## src/rtl/uart_pkg.sv

```systemverilog
// Shared types and defaults for the UART receive path.
package uart_pkg;

    localparam int unsigned UART_OVERSAMPLE_DEFAULT = 16;
    localparam int unsigned UART_DATA_BITS_DEFAULT  = 8;

    // PARITY is only reached when UART_RX_PARITY_EN is defined
    typedef enum logic [2:0] {
        IDLE   = 3'd0,
        START  = 3'd1,
        DATA   = 3'd2,
        PARITY = 3'd3,
        STOP   = 3'd4
    } rx_state_t;

endpackage

```

## src/rtl/uart_sync_2ff.sv

```systemverilog
// Generic two-flop synchronizer for asynchronous single-bit inputs (rx line, CTS).
module uart_sync_2ff #(
    parameter logic RESET_VAL = 1'b0
) (
    input  logic clk,
    input  logic rst,
    input  logic d,
    output logic q
);

    logic meta;

    always_ff @(posedge clk) begin
        if (rst) begin
            meta <= RESET_VAL;
            q    <= RESET_VAL;
        end else begin
            meta <= d;
            q    <= meta;
        end
    end

endmodule

```

## src/rtl/uart_receiver.sv

```systemverilog
// UART receive engine: oversampled 8N1 deframer with holding register and error flags.
// Build option: define UART_RX_PARITY_EN to add an even-parity bit (8E1).
module uart_receiver
    import uart_pkg::*;
#(
    parameter int unsigned DATA_BITS  = UART_DATA_BITS_DEFAULT,
    parameter int unsigned OVERSAMPLE = UART_OVERSAMPLE_DEFAULT
) (
    input  logic                 clk,
    input  logic                 rst,
    input  logic                 en,
    input  logic                 sample_tick,
    input  logic                 sin,
    output logic [DATA_BITS-1:0] rx_data,
    output logic                 rx_valid,
    input  logic                 rx_ack,
    output logic                 frame_err,
    output logic                 overrun,
    output logic                 parity_err
);

    localparam int unsigned CNT_W  = $clog2(OVERSAMPLE);
    localparam int unsigned BIT_W  = $clog2(DATA_BITS + 1);
    localparam int unsigned HALF_M = OVERSAMPLE / 2 - 1;
    localparam int unsigned FULL_M = OVERSAMPLE - 1;

    rx_state_t            state, state_n;
    logic [CNT_W-1:0]     cnt, cnt_n;
    logic [BIT_W-1:0]     bit_cnt, bit_cnt_n;
    logic [DATA_BITS-1:0] shift, shift_n;
    logic [DATA_BITS-1:0] data_n;
    logic                 valid_n, ferr_n, ovr_n, perr_n;
    logic                 rxs;
    logic                 tick;
    logic                 at_half, at_full;
`ifdef UART_RX_PARITY_EN
    logic                 par_bit, par_bit_n;
`endif

    uart_sync_2ff #(.RESET_VAL(1'b1)) u_sync (
        .clk (clk),
        .rst (rst),
        .d   (sin),
        .q   (rxs)
    );

    assign tick    = en & sample_tick;
    assign at_half = (cnt == CNT_W'(HALF_M));
    assign at_full = (cnt == CNT_W'(FULL_M));

    // State and datapath registers
    always_ff @(posedge clk) begin
        if (rst) begin
            state      <= IDLE;
            cnt        <= '0;
            bit_cnt    <= '0;
            shift      <= '0;
            rx_data    <= '0;
            rx_valid   <= 1'b0;
            frame_err  <= 1'b0;
            overrun    <= 1'b0;
            parity_err <= 1'b0;
`ifdef UART_RX_PARITY_EN
            par_bit    <= 1'b0;
`endif
        end else begin
            state      <= state_n;
            cnt        <= cnt_n;
            bit_cnt    <= bit_cnt_n;
            shift      <= shift_n;
            rx_data    <= data_n;
            rx_valid   <= valid_n;
            frame_err  <= ferr_n;
            overrun    <= ovr_n;
            parity_err <= perr_n;
`ifdef UART_RX_PARITY_EN
            par_bit    <= par_bit_n;
`endif
        end
    end

    // Next-state, deframing and holding-register logic
    always_comb begin
        state_n   = state;
        cnt_n     = cnt;
        bit_cnt_n = bit_cnt;
        shift_n   = shift;
        data_n    = rx_data;
        valid_n   = rx_valid;
        ferr_n    = frame_err;
        ovr_n     = overrun;
        perr_n    = parity_err;
`ifdef UART_RX_PARITY_EN
        par_bit_n = par_bit;
`endif

        if (rx_ack && rx_valid) begin
            valid_n = 1'b0;
            ovr_n   = 1'b0;
            ferr_n  = 1'b0;
            perr_n  = 1'b0;
        end

        if (!en) begin
            state_n   = IDLE;
            cnt_n     = '0;
            bit_cnt_n = '0;
        end else if (tick) begin
            case (state)
                IDLE: begin
                    if (!rxs) begin
                        cnt_n   = '0;
                        state_n = START;
                    end
                end
                START: begin
                    if (at_half) begin
                        cnt_n = '0;
                        if (!rxs) begin
                            bit_cnt_n = '0;
                            state_n   = DATA;
                        end else begin
                            state_n = IDLE;
                        end
                    end else begin
                        cnt_n = cnt + CNT_W'(1);
                    end
                end
                DATA: begin
                    if (at_full) begin
                        shift_n   = {rxs, shift[DATA_BITS-1:1]};
                        cnt_n     = '0;
                        bit_cnt_n = bit_cnt + BIT_W'(1);
                        if (bit_cnt == BIT_W'(DATA_BITS - 1)) begin
`ifdef UART_RX_PARITY_EN
                            state_n = PARITY;
`else
                            state_n = STOP;
`endif
                        end
                    end else begin
                        cnt_n = cnt + CNT_W'(1);
                    end
                end
`ifdef UART_RX_PARITY_EN
                PARITY: begin
                    if (at_full) begin
                        par_bit_n = rxs;
                        cnt_n     = '0;
                        state_n   = STOP;
                    end else begin
                        cnt_n = cnt + CNT_W'(1);
                    end
                end
`endif
                STOP: begin
                    if (at_full) begin
                        cnt_n   = '0;
                        state_n = IDLE;
                        // A same-cycle ack frees the holding register for this byte
                        if (!rx_valid || rx_ack) begin
                            data_n  = shift;
                            valid_n = 1'b1;
                            ferr_n  = ~rxs;
                            ovr_n   = 1'b0;
`ifdef UART_RX_PARITY_EN
                            perr_n  = (^shift) ^ par_bit;
`else
                            perr_n  = 1'b0;
`endif
                        end else begin
                            ovr_n = 1'b1;
                        end
                    end else begin
                        cnt_n = cnt + CNT_W'(1);
                    end
                end
                default: begin
                    state_n = IDLE;
                    cnt_n   = '0;
                end
            endcase
        end
    end

endmodule

```

## config.mk

```make
export PLATFORM = sky130hd
export DESIGN_NAME = uart_receiver
export DESIGN_NICKNAME = d
export VERILOG_FILES = /design/src/rtl/uart_pkg.sv /design/src/rtl/uart_sync_2ff.sv /design/src/rtl/uart_receiver.sv
export SDC_FILE = /design/constraint.sdc
export NUM_CORES = 1
export LEC_CHECK = 0
export CAP_MARGIN = 0
export CORE_ASPECT_RATIO = 1.1
export CORE_MARGIN = 3
export CORE_UTILIZATION = 50
export CTS_CLUSTER_SIZE = 25
export DETAILED_ROUTE_END_ITERATION = 10
export PLACE_DENSITY = 0.73
export SYNTH_ARGS = -nofsm -noshare
export SYNTH_HDL_FRONTEND = slang
export SYNTH_SLANG_ARGS = --single-unit
```

## constraint.sdc

```tcl
create_clock -name clk -period 1.8 [get_ports clk]
set_input_delay 0.36 -clock clk [delete_from_list [all_inputs] [get_ports clk]]
set_output_delay 0.36 -clock clk [all_outputs]
set_load 0.05 [all_outputs]
```

Yosys cells after proc, flatten, opt, wreduce, memory -nomap -nowiden:

Cells that the tools add are included.

* reductions and logical operators: 12
* equality and inequality tests: 12
* bitwise logic cells: 3
* muxes and demuxes: 38
* add/subtract/negate cells: 2

Operators by type and width (number)
* $mux W1: 24
* $mux W4: 5
* $mux W3: 5
* $ne A2 B2 Y1 const B: 6
* $pmux W3 S4: 1
* $pmux W4 S3: 1
* $reduce_and A5 Y1: 2
* $add A4 B1 Y4 const B: 2
* $eq A4 B3 Y1 const B: 2
* $pmux W4 S2: 1
* $reduce_and A6 Y1: 1
* $eq A4 B4 Y1 const B: 1
* $reduce_and A4 Y1: 1
* $reduce_or A2 Y1: 2
* $eq A3 B1 Y1 const B: 1
* $eq A3 B2 Y1 const B: 1
* $eq A3 B3 Y1 const B: 1
* $logic_not A3 Y1: 1
* $mux W2: 1
* $not A1 Y1: 2
* $reduce_and A2 Y1: 1
* $reduce_bool A2 Y1: 1
* $and A1 B1 Y1: 1
* $logic_and A1 B1 Y1: 1
* 2 further kinds: 2

* word-level logic and storage cells: 78
* register bits: 33
* input bits: 6
* output and inout port bits: 12

Logic depth before layout (Yosys ltp):

Gate-level depths: netlist (run 1).

* depth in word-level cells: 7
* mapped depth: 6
* gate-level depth less buffers: 5

Cells and area by module:

A second synthesis (run 1) with hierarchy kept.

* cell total of the unflattened synthesis: 158
* area, all modules: 1544.0 um2

By module, submodules not included
* uart_receiver: cells an instance 154, instances 1, seq. area each 620.6 um2, area each 1491.4 um2
* uart_sync_2ff: cells an instance 4, instances 1, seq. area each 40.0 um2, area each 52.6 um2

Worst setup path before layout (run 1):

Ideal clock, no wire load.

* path kind: reg-to-reg
* from: reg state[2]
* to: reg state[0]
* clock period less this slack: 1.525 ns
* setup time: 0.072 ns
* cell stages (with the launch flop): 6
* required time: 1.728 ns
* slack: 0.275 ns
* data arrival time: 1.453 ns
* buffers on the path: 1
* path through: dfxtp_1 -> buf_2 -> or2_1 -> a21o_1 -> a221oi_4 -> mux2i_1

* word-level cells in the longest chain between the ends: 3
* elaborated cells between the ends (all ways): 11
* those cells by class: eq/ne (8); mux (1); reduce/logical (2)

RTL lines
* start: declaration: line uart_receiver.sv:27 `rx_state_t state, state_n;`
* start signal: assignment: line uart_receiver.sv:67 `state <= state_n;`
* $eq A3 B2 Y1 (tied with other cells): line uart_receiver.sv:109 `case (state)`
* $ne A2 B2 Y1 (no source line)
* $reduce_and A6 Y1 (no source line)

Several ways; a longest one is shown, not always the timed one.
A chain may end at the register's enable or synchronous reset.

Final worst setup path (run 1):

* from: reg cnt[0]
* to: reg state[1]

* word-level cells in the longest chain between the ends: 3
* elaborated cells between the ends (all ways): 6
* those cells by class: eq/ne (5); reduce/logical (1)

RTL lines
* start: declaration: line uart_receiver.sv:28 `logic [CNT_W-1:0] cnt, cnt_n;`
* start signal: assignment: line uart_receiver.sv:68 `cnt <= cnt_n;`
* $eq A4 B4 Y1 or $eq A4 B3 Y1 (tied branches): line uart_receiver.sv:49, uart_receiver.sv:48
* $ne A2 B2 Y1 (no source line)
* $reduce_and A6 Y1 (no source line) *

Mark *: on every way between the ends. The rest lies on a longest branch, timed or not.

==> results_dict.tcl, run 1 <==
set metrics [dict create \
    maxSlewHeadroom_pct 71.86 \
    final_max_slew_viol_count 0 \
    stdcell_count 215 \
    layout_setup_ws_ns 0.1195 \
    yosys-top-cells-area "dfxtp_1, mux2i_1, nor2_1" \
    clkSlewWorstSetupHoldPaths_ns 0.11 \
    cp-end-kind "register" \
    dp_cells 207 \
    dp_hpwl_mm 2.110 \
    met1_usage_pct 18.77 \
    avgSynthCellArea_um2 9.504 \
    via_count 1196 \
    r2r_setup_slack_ns 0.12 \
    insertedDiodeCount 0 \
    regToRegStartpoint "cnt[0]$_SDFFE_PP0P_" \
    grt_start_max_net_pins 23 \
    seq_area_frac_synth_pct 44.56 \
    cts_tree "yes" \
    timing.fmax_mhz 595.1 \
    synthCells 156 \
    synth_area_mm2 0.001483 \
    hold_viol 0 \
    wl_mm 2.879 \
    pin_count 18 \
    cts_root_buf "clkbuf_4" \
    synth_edf_count 0 \
    worstSetupStartpointType "register" \
    switching_share_pct 22.79 \
    netlist_top_cells_count "dfxtp_1, mux2i_1, nor2_1" \
    skew_ns 0.01809 \
    ys_async_sr_fraction_pct 0 \
    cp_cell_sequence "ha_1 -> and3b_1 -> o21ai_1 -> a221oi_4 -> mux2i_1" \
    yosys.area_share.simple_pct 26.50 \
    fin_setup_tns_ns 0 \
    peakVddDrop_mv 0.7009 \
    seq_power_share_pct 62.9 \
    hold_buffers 0 \
    die_area_mm2 0.003655 \
    drive_gt1_share_pct 20.33 \
    cts_buffer_depth 2 \
    ant_nets 0 \
    syn_nets 164 \
    ys_ff_latch 33 \
    cts_sinks 33 \
    fin_crit_sh_pct 93.36 \
    grt_util_met3_pct 6.352 \
    cp_max_fo 5 \
    clkPwrFrac_pct 33.6 \
    synth_ff_type "dfxtp_1" \
    hp-class "register to register" \
    grt_pass1_vias 1162 \
    crit_slowest_cell "a221oi_4" \
    yosys.area.top_type "dfxtp_1" \
    grt_pass1_wl_mm 4.892 \
    finalSetupViolCount 0 \
    gr-total-overflow 0 \
    p_leak_nw 0.7729 \
    drc 0 \
    slowest_delay_ns 0.40 \
    initial_core_util_pct 52.90 \
    place_congestion 0.8587 \
    nets 189 \
    p_per_area_mw_per_mm2 672.0 \
    outcome "finished clean" \
    period_needed_ns 1.680 \
    portBuffers 17 \
    synth_top_family_by_area "simple AND/OR/NAND/NOR gates" \
    total_power_mw 1.168 \
    synth_mux_area_share_pct 14.18 \
    synth-compound-area-share_pct 8.354 \
    hp-start "u_sync.meta$_SDFF_PP1_" \
    core_area_mm2 0.002803 \
    wl_per_cell_um 13.39 \
    yosys_warnings 0 \
    internal_power_mw 0.9017 \
    synth_xor_area_share_pct 0.5907 \
    grtUsageTotal_pct 17.09 \
    p_sw_mw 0.2661 \
    whs_path_depth 1 \
    crit_required_ns 2.06 \
    via_per_inst 5.563 \
    p_comb_share_pct 3.6 \
    firstDrtPassIters 4 \
    rsz0062_at_grt "no" \
    antenna_found_initial 0 \
    dp_slack_ns -0.1145 \
    min_to "u_sync.q$_SDFF_PP1_" \
    synth_adder_area_share_pct 1.688 \
    area_growth_pct 17.22 \
    yosysMostFrequentCell "dfxtp_1" \
    cts_max_level 2 \
    fin_util_pct 62.01 \
    critPathArrivalTime_ns 1.94 \
    synth.top_cell.area_share_pct 44.56 \
    numCtsBuffers 5 \
    clk_latency_ns 0.33 \
    die_w_um 57.92 \
    cap_violations 0 \
    busiest_layer "met2" \
    met2_usage_pct 28.95 \
    worst_pin_slew_ns 0.4216 \
    fillers 247 \
    drt_iter0_drc 67 \
    core.rowCount 20 \
    synth.distinct_cells 36 \
    crit_type "register to register" \
    fp.dieH_um 63.11 \
    r2r_end "state[1]$_SDFFE_PP0P_" \
    reg2regPathDepth 5 \
]
## registers in the layout, indices dropped and copies added (netlist names)
register / cells
u_sync.meta: 1
rx_data: 8
rx_valid: 1
u_sync.q: 1
overrun: 1
frame_err: 1
shift: 8
cnt: 4
state: 3
parity_err: 1
bit_cnt: 4
## worst max-delay path, delay by kind of cell (launching register included)
| family | cells | cell delay [ns] |
|---|---|---|
| multiplexers | 1 | 0.23 |
| flip-flops | 1 | 0.39 |
| AO/OA/AOI/OAI | 2 | 0.56 |
| AND/OR/NAND/NOR | 1 | 0.20 |
| adder cells (fa/ha/maj) | 1 | 0.24 |
## cell type report
type / instances / area (um2) / share of cell area, %
sequential: 33 / 660.6 / 38.01
clock buffer: 6 / 41.29 / 2.376
inverter: 2 / 7.507 / 0.4320
multi-input combinational: 112 / 762.0 / 43.84
timing repair buffer: 27 / 215.2 / 12.38
clock inverter: 2 / 10.01 / 0.5760
tap: 33 / 41.29 / 2.376
## metal layers
metal	vias to the layer above	routed length (um)
met1	572	1238
met5	-	0
met4	0	48
met3	6	115
li1	596	-
met2	22	1476
## worst max-delay path by stage
stage,depth (start not counted),slack (ns),startpoint,endpoint
final,5,0.12,cnt[0]$_SDFFE_PP0P_,state[1]$_SDFFE_PP0P_
after global routing,6,0.004,cnt[1]$_SDFFE_PP0P_,rx_data[3]$_SDFFE_PP0P_
after CTS,5,0.11,cnt[0]$_SDFFE_PP0P_,state[1]$_SDFFE_PP0P_
after detailed placement,6,-0.11,en,rx_data[1]$_SDFFE_PP0P_
after global placement,6,-0.04,en,rx_data[6]$_SDFFE_PP0P_
after floorplan,5,0.27,state[2]$_SDFFE_PP0P_,state[0]$_SDFFE_PP0P_
## logic make-up after synthesis
logic type | after synthesis
DFF | 33
buffers and inverters | 11
and+or+nand+nor | 71
xor gates and xnor gates | 1
adders and majority gates | 2
muxes | 21
AOI/OAI and AO/OA | 17
## cell usage in the layout (no fill, tap or decap), drive strengths merged
cell           netlist  layout
a211oi               1       1
a21o                 2       2
a21oi                7       7
a221oi               1       1
a31oi                3       3
and3b                2       2
and4                 1       1
and4b                1       1
buf                  7      22
clkbuf               2       6
clkdlybuf4s50        0       5
clkinv               0       2
dfxtp               33      33
ha                   2       2
inv                  2       2
mux2i               21      21
nand2               15      15
nand2b               2       2
nand3                8       8
nand3b               3       3
nand4                4       4
nand4b               2       2
nor2                19      19
nor2b                1       1
nor3b                2       2
nor4b                2       2
o211ai               1       1
o21ai                1       1
o32ai                1       1
or2                  7       7
or3                  2       2
xnor2                1       1
## metrics by stage
step	instance area [um2]	hold slack, ns
after floorplan	1483	0.3895
after global placement	1685	0.3957
after detailed placement	1685	0.3967
after CTS	1737	0.4212
after global routing	1738	0.4331
final	1738	0.4158
## repair_timing
item	CTS	global route
setup buffers	0	0
resized for setup	0	1
endpoints found under the setup margin	0	6
## power groups by stage
stage | logic, mW | clock network (mW) | registers [mW]
global route | 0.0454 | 0.445 | 0.735
CTS | 0.0418 | 0.408 | 0.734
detailed placement | 0.0415 | 0 | 0.751
global placement | 0.0408 | 0 | 0.751
finish | 0.0418 | 0.392 | 0.734
floorplan | 0.0199 | 0 | 0.750
Note: power is estimated with default switching activity, not from simulation.
==> run 2: changes to the inputs <==
--- a/config.mk
+++ b/config.mk
@@ -11,7 +11,8 @@
 export CORE_UTILIZATION = 50
 export CTS_CLUSTER_SIZE = 25
 export DETAILED_ROUTE_END_ITERATION = 10
-export PLACE_DENSITY = 0.73
+export DONT_BUFFER_PORTS = 1
+export GPL_ROUTABILITY_DRIVEN = 0
 export SYNTH_ARGS = -nofsm -noshare
 export SYNTH_HDL_FRONTEND = slang
 export SYNTH_SLANG_ARGS = --single-unit
==> results_dict.tcl, run 2 (same netlist as run 1, synthesis figures left out) <==
set metrics [dict create \
    r2r_setup_slack_ns 0.15 \
    crit_slowest_cell "dfxtp_1" \
    cp_max_fo 10 \
    via_per_inst 5.615 \
    via_count 1078 \
    slowest_delay_ns 0.42 \
    grt_start_max_net_pins 25 \
    core_area_mm2 0.002803 \
    clk_latency_ns 0.34 \
    gr-total-overflow 0 \
    grtUsageTotal_pct 16.65 \
    largestRegisters "rx_data: 8 flops, shift: 8 flops" \
    cts_sinks 33 \
    numCtsBuffers 5 \
    fin_util_pct 55.58 \
    p_per_area_mw_per_mm2 745.8 \
    die_w_um 57.92 \
    firstDrtPassIters 4 \
    cp_cell_sequence "or2_1 -> a21o_1 -> a221oi_4 -> mux2i_1" \
    nets 166 \
    grt_pass1_wl_mm 4.754 \
    grt_util_met3_pct 6.557 \
    rsz0062_at_grt "no" \
    fin_setup_tns_ns 0 \
    cap_violations 0 \
    core.rowCount 20 \
    final_max_slew_viol_count 0 \
    crit_type "register to register" \
    portBuffers 0 \
    period_needed_ns 1.655 \
    finalSetupViolCount 0 \
    regToRegStartpoint "state[1]$_SDFFE_PP0P_" \
    clkSlewWorstSetupHoldPaths_ns 0.12 \
    dp_hpwl_mm 1.882 \
    final_common_cell "dfxtp_1" \
    reg2regPathDepth 4 \
    area_growth_pct 5.063 \
    post_cts_buffers 0 \
    fp.dieH_um 63.11 \
    cts_tree "yes" \
    wl_per_cell_um 13.91 \
    drt_iter0_drc 57 \
    final_cell_mix "dfxtp_1, mux2i_1, nor2_1" \
    busiest_layer "met2" \
    wl_mm 2.670 \
    met1_usage_pct 20.61 \
    r2r_end "state[0]$_SDFFE_PP0P_" \
    multi_input_area_um2 762.0 \
    worst_pin_slew_ns 0.5293 \
    hold_viol 0 \
    pin_count 18 \
    cts_max_level 2 \
    insertedDiodeCount 0 \
    ant_nets 0 \
    fillers 277 \
    hold_buffers 0 \
    timing.fmax_mhz 604.3 \
    outcome "finished clean" \
    hp-class "input pin to register" \
    area.sequential_um2 661.9 \
    drive_gt1_share_pct 13.21 \
    grt_pass1_vias 1044 \
    cts_buffer_depth 2 \
    antenna_found_initial 0 \
    skew_ns 0.01435 \
    p_leak_nw 0.6620 \
    die_area_mm2 0.003655 \
    peakVddDrop_mv 0.7425 \
    fin_crit_sh_pct 91.94 \
    maxSlewHeadroom_pct 64.67 \
    critPathArrivalTime_ns 1.93 \
    worstSetupStartpointType "register" \
    initial_core_util_pct 52.90 \
    critPathLaunch "state[1]$_SDFFE_PP0P_" \
    crit_required_ns 2.08 \
    met2_usage_pct 25.14 \
    cp-end-kind "register" \
    cts_root_buf "clkbuf_4" \
    drc 0 \
    endpoint "state[0]$_SDFFE_PP0P_" \
]
run 2: final cells by class:
type	count	share of cell area (%)
Multi-Input combinational cell	112	48.92
Sequential cell	33	42.49
Tap cell	33	2.651
Clock buffer	5	2.410
Timing Repair Buffer	4	1.928
Clock inverter	3	1.125
Inverter	2	0.4819
run 2: metrics by stage:
| step | total power [mW] | hold slack (ns) | cell area, um2 | instances | worst slack (ns) |
|---|---|---|---|---|---|
| 2_1_floorplan | 0.7698 | 0.3895 | 1483 | 156 | 0.2749 |
| 3_3_place_gp | 0.7676 | 0.3931 | 1500 | 184 | 0.1633 |
| 3_5_place_dp | 0.7673 | 0.3928 | 1500 | 184 | 0.1456 |
| 4_1_cts | 1.173 | 0.05671 | 1555 | 192 | 0.1216 |
| 5_1_grt | 1.212 | 0.03568 | 1558 | 192 | 0.01547 |
| 6_report | 1.162 | 0.07621 | 1558 | 192 | 0.1452 |
run 2: how the worst min path moves through the flow:
stage                                start                      end  slack (ns)  cells after the start
finish                                 rst  rx_data[4]$_SDFFE_PP0P_        0.08                      1
detailed placement  u_sync.meta$_SDFF_PP1_      u_sync.q$_SDFF_PP1_        0.39                      1
global placement    u_sync.meta$_SDFF_PP1_      u_sync.q$_SDFF_PP1_        0.39                      1
CTS                                    rst  rx_data[4]$_SDFFE_PP0P_        0.06                      1
floorplan           u_sync.meta$_SDFF_PP1_      u_sync.q$_SDFF_PP1_        0.39                      1
global route                           rst  rx_data[0]$_SDFFE_PP0P_        0.04                      1
run 2: timing repair:
item,CTS,global route
gates resized for setup,0,2
setup endpoints to repair,0,2
hold endpoints to repair,0,0
run 2: layer usage:
layer / up-vias / part of all wire (%)
met3: 4 / 5.8
met1: 496 / 45
met2: 25 / 49
met4: 0 / 0.86
li1: 553 / -
met5: - / 0
run 2: where the power goes:
group | switching [mW] | total (mW) | internal, mW | leakage, nW
clock network | 0.264 | 0.411 | 0.147 | 0.0310
registers | 0.00213 | 0.734 | 0.732 | 0.267
logic | 0.00944 | 0.0166 | 0.00713 | 0.364
run 2: worst max-delay path, delay by kind of cell (launching register included):
family             cells  cell delay, ns
DFF                    1            0.42
AOI/OAI and AO/OA      2            0.63
and+or+nand+nor        1            0.31
muxes                  1            0.22
==> run 3: changes to the inputs <==
--- a/config.mk
+++ b/config.mk
@@ -13,6 +13,7 @@
 export DETAILED_ROUTE_END_ITERATION = 10
 export DONT_BUFFER_PORTS = 1
 export GPL_ROUTABILITY_DRIVEN = 0
+export GPL_TIMING_DRIVEN = 1
 export SYNTH_ARGS = -nofsm -noshare
 export SYNTH_HDL_FRONTEND = slang
 export SYNTH_SLANG_ARGS = --single-unit
==> results of run 3 <==
Same layout as run 2: the final DEF is identical, and so are final timing and power.
